### src/rtl/cla_pkg.sv
// cla_pkg: shared FSM state type and slice-count helpers for the multi-cycle adder
package cla_pkg;
  typedef enum logic [1:0] {IDLE, RUN, DONE} state_t;
  function automatic int nslice(input int w, input int s);
    return w / s;
  endfunction
  function automatic int idx_w(input int w, input int s);
    return (w / s) > 1 ? $clog2(w / s) : 1;
  endfunction
endpackage

### src/rtl/cla_slice.sv
// cla_slice: combinational SLICE-bit adder, 4-bit lookahead groups with rippled remainder
module cla_slice #(
  parameter int SLICE = 8
) (
  input  logic [SLICE-1:0] x,
  input  logic [SLICE-1:0] y,
  input  logic             cin,
  output logic [SLICE-1:0] s,
  output logic             cout,
  output logic             cmsb
);
  localparam int NG = SLICE / 4;
  logic [SLICE-1:0] g, p;
  logic [SLICE:0] c;
  assign g = x & y;
  assign p = x ^ y;
  always_comb begin
    c = '0;
    c[0] = cin;
    for (int j = 0; j < NG; j++) begin
      c[4*j+1] = g[4*j] | (p[4*j] & c[4*j]);
      c[4*j+2] = g[4*j+1] | (p[4*j+1] & g[4*j]) | (p[4*j+1] & p[4*j] & c[4*j]);
      c[4*j+3] = g[4*j+2] | (p[4*j+2] & g[4*j+1]) | (p[4*j+2] & p[4*j+1] & g[4*j])
               | (p[4*j+2] & p[4*j+1] & p[4*j] & c[4*j]);
      c[4*j+4] = g[4*j+3] | (p[4*j+3] & g[4*j+2]) | (p[4*j+3] & p[4*j+2] & g[4*j+1])
               | (p[4*j+3] & p[4*j+2] & p[4*j+1] & g[4*j])
               | (p[4*j+3] & p[4*j+2] & p[4*j+1] & p[4*j] & c[4*j]);
    end
    for (int i = 4 * NG; i < SLICE; i++) c[i+1] = g[i] | (p[i] & c[i]);
  end
  assign s = p ^ c[SLICE-1:0];
  assign cout = c[SLICE];
  assign cmsb = c[SLICE-1];
endmodule

### src/rtl/addsub_multicycle.sv
// addsub_multicycle: add/subtract one SLICE per cycle through a shared CLA slice, with overflow and zero flags
module addsub_multicycle
  import cla_pkg::*;
#(
  parameter int WIDTH = 32,
  parameter int SLICE = 8
) (
  input  logic             clk,
  input  logic             reset,
  input  logic             start,
  input  logic [WIDTH-1:0] a,
  input  logic [WIDTH-1:0] b,
  input  logic             subtract,
  input  logic             sign,
  output logic             busy,
  output logic             done,
  output logic [WIDTH-1:0] result,
  output logic             ovflow,
  output logic             zero
);
  localparam int NSLICE = nslice(WIDTH, SLICE);
  localparam int KW = idx_w(WIDTH, SLICE);
  state_t state, state_n;
  logic [WIDTH-1:0] op_a, op_b, res_n;
  logic [KW-1:0] k;
  logic [SLICE-1:0] s;
  logic carry, sgn, sub, accept, last, cout, cmsb;
  assign accept = start && state != RUN;
  assign last = k == KW'(NSLICE - 1);
  cla_slice #(.SLICE(SLICE)) u_slice (
    .x(op_a[k*SLICE +: SLICE]),
    .y(op_b[k*SLICE +: SLICE]),
    .cin(carry),
    .s(s),
    .cout(cout),
    .cmsb(cmsb)
  );
  always_comb begin
    res_n = result;
    res_n[k*SLICE +: SLICE] = s;
  end
  always_ff @(posedge clk) state <= reset ? IDLE : state_n;
  always_comb state_n = state == RUN ? (last ? DONE : RUN) : (start ? RUN : IDLE);
  always_comb begin
    busy = state == RUN;
    done = state == DONE;
  end
  always_ff @(posedge clk) begin
    if (reset) begin
      op_a <= '0;
      op_b <= '0;
      sgn <= 1'b0;
      sub <= 1'b0;
      carry <= 1'b0;
      k <= '0;
      result <= '0;
      ovflow <= 1'b0;
      zero <= 1'b0;
    end else if (accept) begin
      op_a <= a;
      op_b <= subtract ? ~b : b;
      sgn <= sign;
      sub <= subtract;
      carry <= subtract;
      k <= '0;
      result <= '0;
    end else if (state == RUN) begin
      result <= res_n;
      carry <= cout;
      k <= last ? '0 : k + 1'b1;
      if (last) begin
        ovflow <= sgn ? (cmsb ^ cout) : (sub ? ~cout : cout);
        zero <= res_n == '0;
      end
    end
  end
endmodule
### config.mk
export PLATFORM = sky130hd
export DESIGN_NAME = addsub_multicycle
export DESIGN_NICKNAME = d
export VERILOG_FILES = /design/src/rtl/cla_pkg.sv /design/src/rtl/cla_slice.sv /design/src/rtl/addsub_multicycle.sv
export SDC_FILE = /design/constraint.sdc
export NUM_CORES = 1
export LEC_CHECK = 0
export ABC_CLOCK_PERIOD_IN_PS = 4200
export BUFFER_PORTS_ARGS = -buffer_cell sky130_fd_sc_hd__buf_2
export CAP_MARGIN = 20
export CORE_MARGIN = 2
export CORE_UTILIZATION = 54
export CTS_CLUSTER_SIZE = 16
export DETAILED_ROUTE_END_ITERATION = 16
export GPL_TIMING_DRIVEN = 0
export PLACE_DENSITY = 0.76
export SYNTH_ARGS = -nofsm -noshare
export SYNTH_HDL_FRONTEND = slang
export SYNTH_SLANG_ARGS = --single-unit
### constraint.sdc
create_clock -name clk -period 4.2 [get_ports clk]
set_input_delay 0.63 -clock clk [delete_from_list [all_inputs] [get_ports clk]]
set_output_delay 0.63 -clock clk [all_outputs]
set_load 0.005 [all_outputs]
Yosys cells after proc, flatten, opt, wreduce, memory -nomap -nowiden
Index checks and enable logic that the tools add are counted.
Operators by class
  add/subtract/negate cells: 2
  eq/ne operators: 4
  shifts and indexed selects: 4
  muxes and demuxes: 10
  bitwise gates (word level): 59
  reduce and logical (&&, ||, !) cells: 5
Operator list (count)
  $shiftx A32 B6 Y8: 2
  $neg A5 Y34: 1
  $shift A8 B34 Y32 const A: 1
  $shiftx A8 B34 Y32: 1
  $and A1 B1 Y1: 32
  $bwmux W32: 1
  $logic_not A32 Y1: 1
  $mux W32: 1
  $not A32 Y32: 1
  $or A1 B1 Y1: 20
  $xor A8 B8 Y8: 2
  $and A8 B8 Y8: 1
  $mux W2: 3
  $mux W1: 5
  $eq A2 B2 Y1 const B: 2
  $reduce_and A3 Y1: 1
  $add A2 B1 Y2 const B: 1
  $eq A2 B1 Y1 const B: 1
  $ne A2 B1 Y1 const B: 1
  $not A1 Y1: 2
  $reduce_bool A2 Y1: 1
  $reduce_or A2 Y1: 1
  $logic_and A1 B1 Y1: 1
  $xor A1 B1 Y1: 1
Storage, ports and cells
  register bits: 105
  output and inout port bits: 36

Longest topological paths before layout
Gate-level depths: netlist of run 1.
  word-level depth: 13
  gate-level depth with buffers: 13
  gate-level depth less buffers: 11

Modules after synthesis
From an unflattened synthesis of run 1, not the netlist that was laid out.
Second synthesis, totals
  cell total of the unflattened synthesis: 524
  area, all modules: 4942.2 um2
Modules (own cells, without submodules)
  addsub_multicycle: instances 1, cells each 490, area an instance 4628.2 um2, seq. area each 2102.0 um2
  cla_slice: instances 1, cells each 34, area an instance 314.1 um2, seq. area each 0.0 um2

Least setup slack after synthesis of run 1
No wires, ideal clock.
  path type: register to register
  from: register k[0]
  to: register zero
  setup time: 0.101 ns
  arrival: 3.718 ns
  path slack: 0.381 ns
  cell stages (with the launch flop): 13
  buffers on the path: 2
  clock period less this slack: 3.819 ns
  cell sequence: dfxtp_1 > clkbuf_1 > buf_2 > mux4_2 > ha_1 > a211o_2 > a31oi_4 > o21bai_1 > fa_1 > nor4_1 > nand2_1 > o21a_1 > o41ai_1
On the way
  word-level cells in the longest chain between the ends: 13
  elaborated cells on any way between the ends: 53
  those cells by class: add/sub (1); eq/ne (1); shift (4); mux (1); bitwise (44); reduce/logical (2)
Ends and longest elaborated chain
  from (decl): line addsub_multicycle.sv:25  | logic [KW-1:0] k;
  from (signal assigned): line addsub_multicycle.sv:70  | k <= last ? '0 : k + 1'b1;
  $shiftx A32 B6 Y8, on equally long branches: line addsub_multicycle.sv:31, addsub_multicycle.sv:32
  $xor A8 B8 Y8 / $and A8 B8 Y8 (equally long branches): line cla_slice.sv:16, cla_slice.sv:15
  $and A1 B1 Y1, on equally long branches: line cla_slice.sv:25, cla_slice.sv:26, cla_slice.sv:27
  $or A1 B1 Y1, or another cell as far along (2 in a row): line cla_slice.sv:25  | c[4*j+4] = g[4*j+3] | (p[4*j+3] & g[4*j+2]) | (p[4*j+3] & p[4*j+2] & g[4*j+1])
  $or A1 B1 Y1 / $and A1 B1 Y1 (equally long branches): line cla_slice.sv:26, cla_slice.sv:27
  $or A1 B1 Y1: line cla_slice.sv:27  | | (p[4*j+3] & p[4*j+2] & p[4*j+1] & p[4*j] & c[4*j]);
  $and A1 B1 Y1, on equally long branches: line cla_slice.sv:21, cla_slice.sv:22, cla_slice.sv:24
  $or A1 B1 Y1, on equally long branches: line cla_slice.sv:21, cla_slice.sv:22, cla_slice.sv:24
  $xor A8 B8 Y8: line cla_slice.sv:31  | assign s = p ^ c[SLICE-1:0];
  $shiftx A8 B34 Y32: line addsub_multicycle.sv:40  | res_n[k*SLICE +: SLICE] = s;
  $bwmux W32: line addsub_multicycle.sv:40
  $logic_not A32 Y1: line addsub_multicycle.sv:73  | zero <= res_n == '0;
  to (signal assigned): line addsub_multicycle.sv:58  | zero <= 1'b0;
  to (signal assigned): line addsub_multicycle.sv:73
  to (decl): line addsub_multicycle.sv:19  | output logic zero
Parallel ways exist; a longest one is shown, timed or not.
A chain may end at the register's enable or synchronous reset.

Final worst setup path of run 1
  from: register k[1]
  to: register zero
The elaborated chain is that of the path after synthesis.

==> impl_metrics.env, run 1 <==
export IMPL_relSlewSlack_pct=50.8
export IMPL_cp_max_fo=10
export IMPL_drive_gt1_share_pct=24.3
export IMPL_design_area_um2=5730
export IMPL_vdd_drop_max_uv=168
export IMPL_clockRootBuffer="clkbuf_8"
export IMPL_wirelength_um=12900
export IMPL_drc=0
export IMPL_cts_max_path_buffers=2
export IMPL_die_w_um=99.2
export IMPL_slowest_stage="fa_1"
export IMPL_grt_pass1_vias=4222
export IMPL_grt_setup_unrepaired="false"
export IMPL_drt_iter0_drc=194
export IMPL_hold_viol=0
export IMPL_wl_per_cell_um=17.1
export IMPL_setup_ws_ns=0.241
export IMPL_slowest_delay_ns=0.61
export IMPL_critPathKind="flop to flop"
export IMPL_crit_chain="clkbuf_1 -> clkbuf_2 -> mux4_2 -> ha_1 -> a31oi_4 -> o21bai_1 -> fa_1 -> nor4_2 -> nand2_1 -> o21a_1 -> o41ai_1"
export IMPL_htreeDepth=3
export IMPL_final_nets=728
export IMPL_outcome="finished, final reports clean"
export IMPL_cts_tree="yes"
export IMPL_power_leakage_uw=0.00226
export IMPL_viasPerCell=5.80
export IMPL_critical_path_required_ns=4.47
export IMPL_synth_distinct_cells=46
export IMPL_die_area_um2=9840
export IMPL_rows=34
export IMPL_ant_nets=0
export IMPL_path_clk_slew_ns=0.11
export IMPL_maxSlewViolCount=0
export IMPL_dpl_hpwl_um=9860
export IMPL_cts_buffers=9
export IMPL_ys_seq_area_share_pct=42.9
export IMPL_area_delta_synth_final_pct=17.0
export IMPL_place_gp_congestion=0.919
export IMPL_worstSetupEndpointType="flop"
export IMPL_synth_edff_count=0
export IMPL_worstPathArrival_ns=4.23
export IMPL_port_buffer_count=102
export IMPL_path_buf_inv=2
export IMPL_synth_top_area_share_pct=42.9
export IMPL_setup_viol=0
export IMPL_power_density_nw_per_um2=360
export IMPL_syn_inst=531
export IMPL_clock_skew_ns=0.0131
export IMPL_post_cts_buffers=0
export IMPL_holdBufCountCts=0
export IMPL_fill_cells=770
export IMPL_cts_sinks=105
export IMPL_syn_cell_area_um2=4890
export IMPL_fmax_mhz=253
export IMPL_grt_start_max_net_pins=19
export IMPL_coreArea_um2=8760
export IMPL_avgSynthCellArea_um2=9.22
export IMPL_grt_usage_pct=26.5
export IMPL_antenna_found_initial=0
export IMPL_worstMarginPinSlew_ns=0.736
export IMPL_drv_cap=0
export IMPL_setup_worst_path_start_class="flop"
export IMPL_synth_nets=616
export IMPL_pin_count=105
export IMPL_vias=4376
export IMPL_ys_ff_latch=105
export IMPL_grt_pass1_wl_um=20600
export IMPL_ys_flop_type="dfxtp_1"
export IMPL_initial_core_util_pct=55.9
export IMPL_dr_pass1_iters=5
export IMPL_place_ws_ns=-0.0975
export IMPL_period_needed_ns=3.96
export IMPL_final_util_pct=65.4
export IMPL_die_y_um=99.2
export IMPL_yosysWarnings=0
export IMPL_antenna_cells=0
export IMPL_synth_top_cell_by_area="dfxtp_1"
export IMPL_min_period_over_period_pct=94.3
export IMPL_post_dp_cell_area_um2=5540
export IMPL_synthTopCellsByArea="dfxtp_1, mux4_2, xnor2_1"
export IMPL_async_flop_share_pct=0
export IMPL_overflow=0
export IMPL_crit_family="adder cells"
export IMPL_min_path_type="flop to flop"
export IMPL_setup_tns_ns=0
export IMPL_clk_latency_ns=0.37
## cell families (layout without fill, tap and decap cells)
kind of cell,Yosys count,count (layout),synth area share [%]
muxes,17,17,7.57
xor gates and xnor gates,37,37,6.62
adders and majority gates,16,16,4.40
buffers and inverters,44,160,3.58
AOI/OAI and AO/OA,131,131,18.4
DFF,105,105,42.9
and+or+nand+nor,181,181,16.5
## cell type report
class,instances,area [µm²],share of cell area [%]
multi-input cells,382,2620,45.8
flip-flops and latches,105,2100,36.7
repair buffers,102,510,8.91
plain buffers,37,156,2.73
well taps,108,135,2.36
clock buffers,9,124,2.16
clock inverters,6,52.6,0.917
inverters,6,22.5,0.393
## metal layers
layer	vias to the layer above	share of wire [%]	global-route usage, %
met1	2061	42	34.2
met4	0	3.8	12.8
met3	31	6.2	3.30
met5	-	0	0
li1	2107	-	-
met2	177	48	44.3
## worst min-delay path, cell delays in order, from the launching register on
cell	delay [ns]
dfxtp_1	0.32
nand2_1	0.05
a21oi_1	0.05
## final timing paths
path	start	end	slack, ns	cells after the start
setup / recovery	k[1]	zero	0.24	11
hold / removal	op_a[27]	op_a[27]	0.46	2
setup reg to reg	k[1]	zero	0.24	11
hold reg to reg	op_a[27]	op_a[27]	0.46	2
## synthesized netlist by cell type, drive strengths merged, types with 3 or more instances
| library cell | n |
|---|---|
| xnor2 | 35 |
| inv | 6 |
| nand2 | 77 |
| nor4 | 10 |
| a31oi | 3 |
| or3 | 4 |
| o21ai | 4 |
| nor4b | 3 |
| a21oi | 47 |
| dfxtp | 105 |
| clkbuf | 30 |
| a211oi | 36 |
| ha | 14 |
| nor2 | 74 |
| nand3b | 3 |
| nand2b | 3 |
| a22oi | 28 |
| mux4 | 16 |
| a32oi | 4 |
| buf | 8 |
## power by group
part	internal, µW	switching (µW)
logic	163	237
clock network	221	360
registers	1050	35.2
total	1430	632
## per-stage QoR
step / hold WS, ns / power [µW] / cells
4_1_cts: 0.462 / 2070 / 756
3_3_place_gp: 0.440 / 1480 / 741
5_1_grt: 0.483 / 2160 / 755
2_1_floorplan: 0.433 / 1360 / 531
6_report: 0.462 / 2060 / 755
3_5_place_dp: 0.447 / 1500 / 741
## registers in the layout, summed over array words and instances, names as in the netlist
name and flops:
op_b 32, state 2, sub 1, zero 1, k 2, sgn 1, ovflow 1, op_a 32
carry 1, result 32
## cells in the final DEF (no fill, tap or decap), types with 14 or more instances in the layout
cell,n
a211oi_1,36
a21oi_1,46
a22oi_1,28
buf_2,106
clkbuf_1,28
dfxtp_1,104
ha_1,14
mux4_2,16
nand2_1,75
nor2_1,74
xnor2_1,35
## what timing repair did
item	4_1_cts	5_1_grt
gates cloned	0	0
endpoints found under the setup margin	1	1
gates resized for setup	2	3
Note: power is estimated with default switching activity, not from simulation.
==> run 2: changes to the inputs <==
ABC_CLOCK_PERIOD_IN_PS = 3950   (was 4200)
clock period = 3.95 ns   (was 4.2 ns; I/O delays follow)
==> impl_metrics.env, run 2 (synthesis gave the netlist of run 1 again) <==
export IMPL_grt_pass1_vias=4205
export IMPL_final_nets=728
export IMPL_dpl_hpwl_um=9860
export IMPL_final_cells=755
export IMPL_top_regs="op_a: 32 flops, op_b: 32 flops, result: 32 flops"
export IMPL_power_leakage_uw=0.00227
export IMPL_holdBufCountCts=0
export IMPL_cp_max_fo=10
export IMPL_setup_worst_path_start_class="flop"
export IMPL_relSlewSlack_pct=49.1
export IMPL_fmax_mhz=259
export IMPL_worstSetupEndpointType="flop"
export IMPL_cts_sinks=105
export IMPL_pin_count=105
export IMPL_place_gp_congestion=0.919
export IMPL_period_needed_ns=3.85
export IMPL_die_area_um2=9840
export IMPL_setup_viol=0
export IMPL_dr_pass1_iters=6
export IMPL_grt_pass1_wl_um=20600
export IMPL_r2r_end="zero"
export IMPL_drc=0
export IMPL_dp_cells=741
export IMPL_drt_iter0_drc=212
export IMPL_crit_cells=12
export IMPL_slowest_stage="xor2_1"
export IMPL_cts_max_path_buffers=2
export IMPL_vias=4378
export IMPL_grt_usage_pct=26.5
export IMPL_hold_depth=3
export IMPL_final_common_cell="buf_2"
export IMPL_antenna_found_initial=0
export IMPL_wl_per_cell_um=17.2
export IMPL_startpoint="k[0]"
export IMPL_die_y_um=99.2
export IMPL_overflow=0
export IMPL_min_path_type="input port to flop"
export IMPL_worstMarginPinSlew_ns=0.761
export IMPL_crit_chain="buf_8 -> mux4_2 -> ha_1 -> a211o_2 -> a31oi_4 -> o21bai_1 -> fa_2 -> xor2_1 -> nor4_4 -> a31oi_1 -> o21a_1 -> o41ai_1"
export IMPL_r2r_cells=12
export IMPL_ant_nets=0
export IMPL_port_buffer_count=102
export IMPL_grt_start_max_net_pins=19
export IMPL_clock_skew_ns=0.0147
export IMPL_antenna_cells=0
export IMPL_critPathKind="flop to flop"
export IMPL_wirelength_um=13000
export IMPL_hold_viol=0
export IMPL_drive_gt1_share_pct=24.6
export IMPL_layout_common_cells="buf_2, dfxtp_1, nand2_1, nor2_1, a21oi_1"
export IMPL_outcome="finished, final reports clean"
export IMPL_reg2reg_slack_ns=0.1
export IMPL_min_period_over_period_pct=97.6
export IMPL_die_w_um=99.2
export IMPL_maxSlewViolCount=0
export IMPL_path_buf_inv=1
export IMPL_slowest_delay_ns=0.62
export IMPL_cts_buffers=9
export IMPL_critical_path_required_ns=4.20
export IMPL_power_density_nw_per_um2=385
export IMPL_setup_ws_ns=0.0959
export IMPL_vdd_drop_max_uv=180
export IMPL_clockRootBuffer="clkbuf_8"
export IMPL_cts_tree="yes"
export IMPL_post_cts_buffers=0
export IMPL_drv_cap=0
export IMPL_htreeDepth=3
export IMPL_clk_latency_ns=0.37
export IMPL_area_delta_synth_final_pct=17.4
export IMPL_path_clk_slew_ns=0.11
export IMPL_timing_rr_start="k[0]"
export IMPL_crit_end="zero"
export IMPL_worstPathArrival_ns=4.10
export IMPL_viasPerCell=5.80
export IMPL_rows=34
export IMPL_crit_family="compound AO/OA/AOI/OAI gates"
export IMPL_initial_core_util_pct=55.9
export IMPL_coreArea_um2=8760
export IMPL_place_ws_ns=-0.347
-- run 2: cell counts in the layout (fill, tap and decap cells not counted) --
No cell type changed its count.
-- run 2: per-layer routing --
layer | track usage (%) | routed length, µm | part of all wire [%] | vias to the layer above
li1 | - | - | - | 2110
met1 | 34.2 | 5430 | 42 | 2074
met2 | 44.9 | 6450 | 50 | 170
met3 | 3.30 | 751 | 5.8 | 24
met4 | 11.3 | 333 | 2.6 | 0
met5 | 0 | 0 | 0 | -
-- run 2: worst min path at each step --
stage | start | to
2_1_floorplan | op_a[16] | op_a[16]
4_1_cts | a[20] | op_a[20]
5_1_grt | a[21] | op_a[21]
3_3_place_gp | op_a[4] | op_a[4]
6_report | a[13] | op_a[13]
3_5_place_dp | op_a[14] | op_a[14]
-- run 2: final cells by class --
type                    count  area, µm²
clock inverters             6       52.6
well taps                 108        135
plain buffers              37        161
multi-input cells         382       2640
inverters                   6       22.5
clock buffers               9        124
flip-flops and latches    105       2100
fillers                   767       3020
repair buffers            102        510
-- run 2: what timing repair did --
| action | in CTS | in global routing |
|---|---|---|
| endpoints found under the hold margin | 0 | 0 |
| resized for setup | 5 | 5 |
| setup endpoints to repair | 1 | 1 |
-- run 2: where the power goes --
part           internal (µW)  switching [µW]  total, µW
registers               1110            37.2       1150
clock network            235             387        622
logic                    177             258        435
-- run 2: through the flow --
| stage | power, µW | hold slack [ns] | cell area, µm² | TNS [ns] | utilization (%) |
|---|---|---|---|---|---|
| after floorplan | 1450 | 0.433 | 4890 | 0 | - |
| after global placement | 1570 | 0.440 | 5540 | -0.236 | 63.2 |
| after detailed placement | 1590 | 0.447 | 5540 | -0.347 | 63.2 |
| after CTS | 2200 | 0.436 | 5730 | 0 | 65.4 |
| after global routing | 2310 | 0.447 | 5740 | -0.0114 | 65.5 |
| final | 2210 | 0.441 | 5740 | 0 | 65.5 |
-- run 2: worst register-to-register path: stages (launching register included) --
cell,delay [ns]
dfxtp_2,0.44
buf_8,0.20
mux4_2,0.59
ha_1,0.32
a211o_2,0.37
a31oi_4,0.24
o21bai_1,0.11
fa_2,0.34
xor2_1,0.62
nor4_4,0.07
a31oi_1,0.21
o21a_1,0.17
o41ai_1,0.07
==> run 3: changes to the inputs <==
CORE_ASPECT_RATIO = 2   (was default)
MAX_ROUTING_LAYER = met4   (was default)
==> impl_metrics.env, run 3 (synthesis gave the netlist of run 1 again) <==
export IMPL_outcome="finished, final reports clean"
export IMPL_coreArea_um2=8890
export IMPL_relSlewSlack_pct=42.3
export IMPL_wl_per_cell_um=18.0
export IMPL_dr_pass1_iters=5
export IMPL_clockRootBuffer="clkbuf_16"
export IMPL_worstSetupEndpointType="flop"
export IMPL_critPathKind="flop to flop"
export IMPL_htreeDepth=3
export IMPL_cts_tree="yes"
export IMPL_layout_common_cells="buf_2, dfxtp_1, nand2_1, nor2_1, a21oi_1"
export IMPL_dr_wl_met2_um=7430
export IMPL_worstPathArrival_ns=4.03
export IMPL_cts_sinks=105
export IMPL_cts_max_path_buffers=2
export IMPL_maxSlewViolCount=0
export IMPL_die_area_um2=9890
export IMPL_die_y_um=139
export IMPL_dpl_hpwl_um=10400
export IMPL_crit_chain="buf_8 -> mux4_2 -> ha_1 -> a211o_2 -> a31oi_4 -> o21bai_1 -> fa_2 -> nor4_4 -> nand2_1 -> o21a_1 -> o41ai_1"
export IMPL_finalPower_uw=2550
export IMPL_worstMarginPinSlew_ns=0.863
export IMPL_vdd_drop_max_uv=282
export IMPL_wirelength_um=13500
export IMPL_critical_path_required_ns=4.20
export IMPL_power_density_nw_per_um2=433
export IMPL_path_clk_slew_ns=0.07
export IMPL_place_gp_congestion=0.921
export IMPL_final_common_cell="buf_2"
export IMPL_pin_count=105
export IMPL_drc=0
export IMPL_area_delta_synth_final_pct=20.3
export IMPL_grt_usage_pct=28.3
export IMPL_cts_buffers=9
export IMPL_slowest_stage="mux4_2"
export IMPL_post_cts_buffers=0
export IMPL_hold_viol=0
export IMPL_design_area_um2=5890
export IMPL_grt_pass1_wl_um=20900
export IMPL_setup_worst_path_start_class="flop"
export IMPL_setup_viol=0
export IMPL_wl_met3_um=674
export IMPL_slowest_delay_ns=0.58
export IMPL_clk_latency_ns=0.35
export IMPL_grt_setup_unrepaired="false"
export IMPL_wl_met1_um=4340
export IMPL_die_w_um=71.3
export IMPL_power_leakage_uw=0.00234
export IMPL_ant_nets=0
export IMPL_grt_start_max_net_pins=18
export IMPL_drv_cap=0
export IMPL_port_buffer_count=102
export IMPL_maxUsedRoutingLayer="met4"
export IMPL_final_util_pct=66.2
export IMPL_antenna_cells=0
export IMPL_drive_gt1_share_pct=24.7
export IMPL_grt_pass1_vias=4420
export IMPL_final_nets=728
export IMPL_viasPerCell=5.97
export IMPL_reg2reg_slack_ns=0.18
export IMPL_period_needed_ns=3.77
export IMPL_antenna_found_initial=0
export IMPL_cp_max_fo=10
export IMPL_initial_core_util_pct=55.1
export IMPL_overflow=0
export IMPL_rows=49
export IMPL_clock_skew_ns=0.00828
export IMPL_post_dp_cell_area_um2=5530
export IMPL_fmax_mhz=265
export IMPL_top_regs="op_a: 32 flops, op_b: 32 flops, result: 32 flops"
export IMPL_drt_iter0_drc=191
export IMPL_min_period_over_period_pct=95.5
export IMPL_min_path_type="flop to flop"
export IMPL_vias=4480
-- run 3: changes by cell type in the layout (fill, tap and decap cells not counted), sizes merged --
| cell | delta |
|---|---|
| bufinv | +2 |
| clkbuf | +1 |
| inv | -1 |
| clkinvlp | -1 |
-- run 3: where the power goes --
| group | internal, µW | leakage, µW | switching (µW) |
|---|---|---|---|
| combinational | 179 | 0.00132 | 264 |
| clock | 558 | 0.000153 | 393 |
| sequential | 1120 | 0.000860 | 38.5 |
| total | 1850 | 0.00234 | 696 |
-- run 3: metrics by stage --
| stage | worst slack, ns | hold slack [ns] | TNS [ns] | instances |
|---|---|---|---|---|
| 6_report | 0.179 | 0.456 | 0 | 750 |
| 5_1_grt | 0.0221 | 0.469 | 0 | 750 |
| 4_1_cts | 0.00145 | 0.457 | 0 | 750 |
| 3_5_place_dp | -0.401 | 0.447 | -0.401 | 735 |
| 3_3_place_gp | -0.290 | 0.440 | -0.290 | 735 |
| 2_1_floorplan | 0.131 | 0.433 | 0 | 531 |
-- run 3: repair_timing --
action / CTS / global route
setup endpoints to repair: 1 / 1
gates resized for setup: 5 / 7
hold buffers: 0 / 0
endpoints found under the hold margin: 0 / 0
-- run 3: metal layers --
metal	GRT usage (%)	vias up
met4	22.0	0
li1	-	2110
met5	-	-
met3	4.80	66
met2	50.4	192
met1	25.0	2112
-- run 3: layout make-up --
cell class	instances	area, µm²
Multi-Input combinational cell	382	2640
Sequential cell	105	2110
Tap cell	102	128
Clock buffer	10	229
Clock inverter	6	90.1
Fill cell	734	3000
Inverter	6	22.5
Buffer	37	161
Timing Repair Buffer	102	510
-- run 3: worst paths after layout --
kind	start	end	cells after the start
worst min register to register	op_a[30]	op_a[30]	2
worst min-delay path	op_a[30]	op_a[30]	2
worst max register to register	k[0]	zero	11
worst max-delay path	k[0]	zero	11
-- run 3: critical path: cells and delay by family (launching register included) --
kind | cells | cell delay, ns
compound gates | 5 | 1.24
fa+ha+maj | 2 | 0.86
mux | 1 | 0.58
simple gates | 2 | 0.42
flops | 1 | 0.40
buf+inv | 1 | 0.18
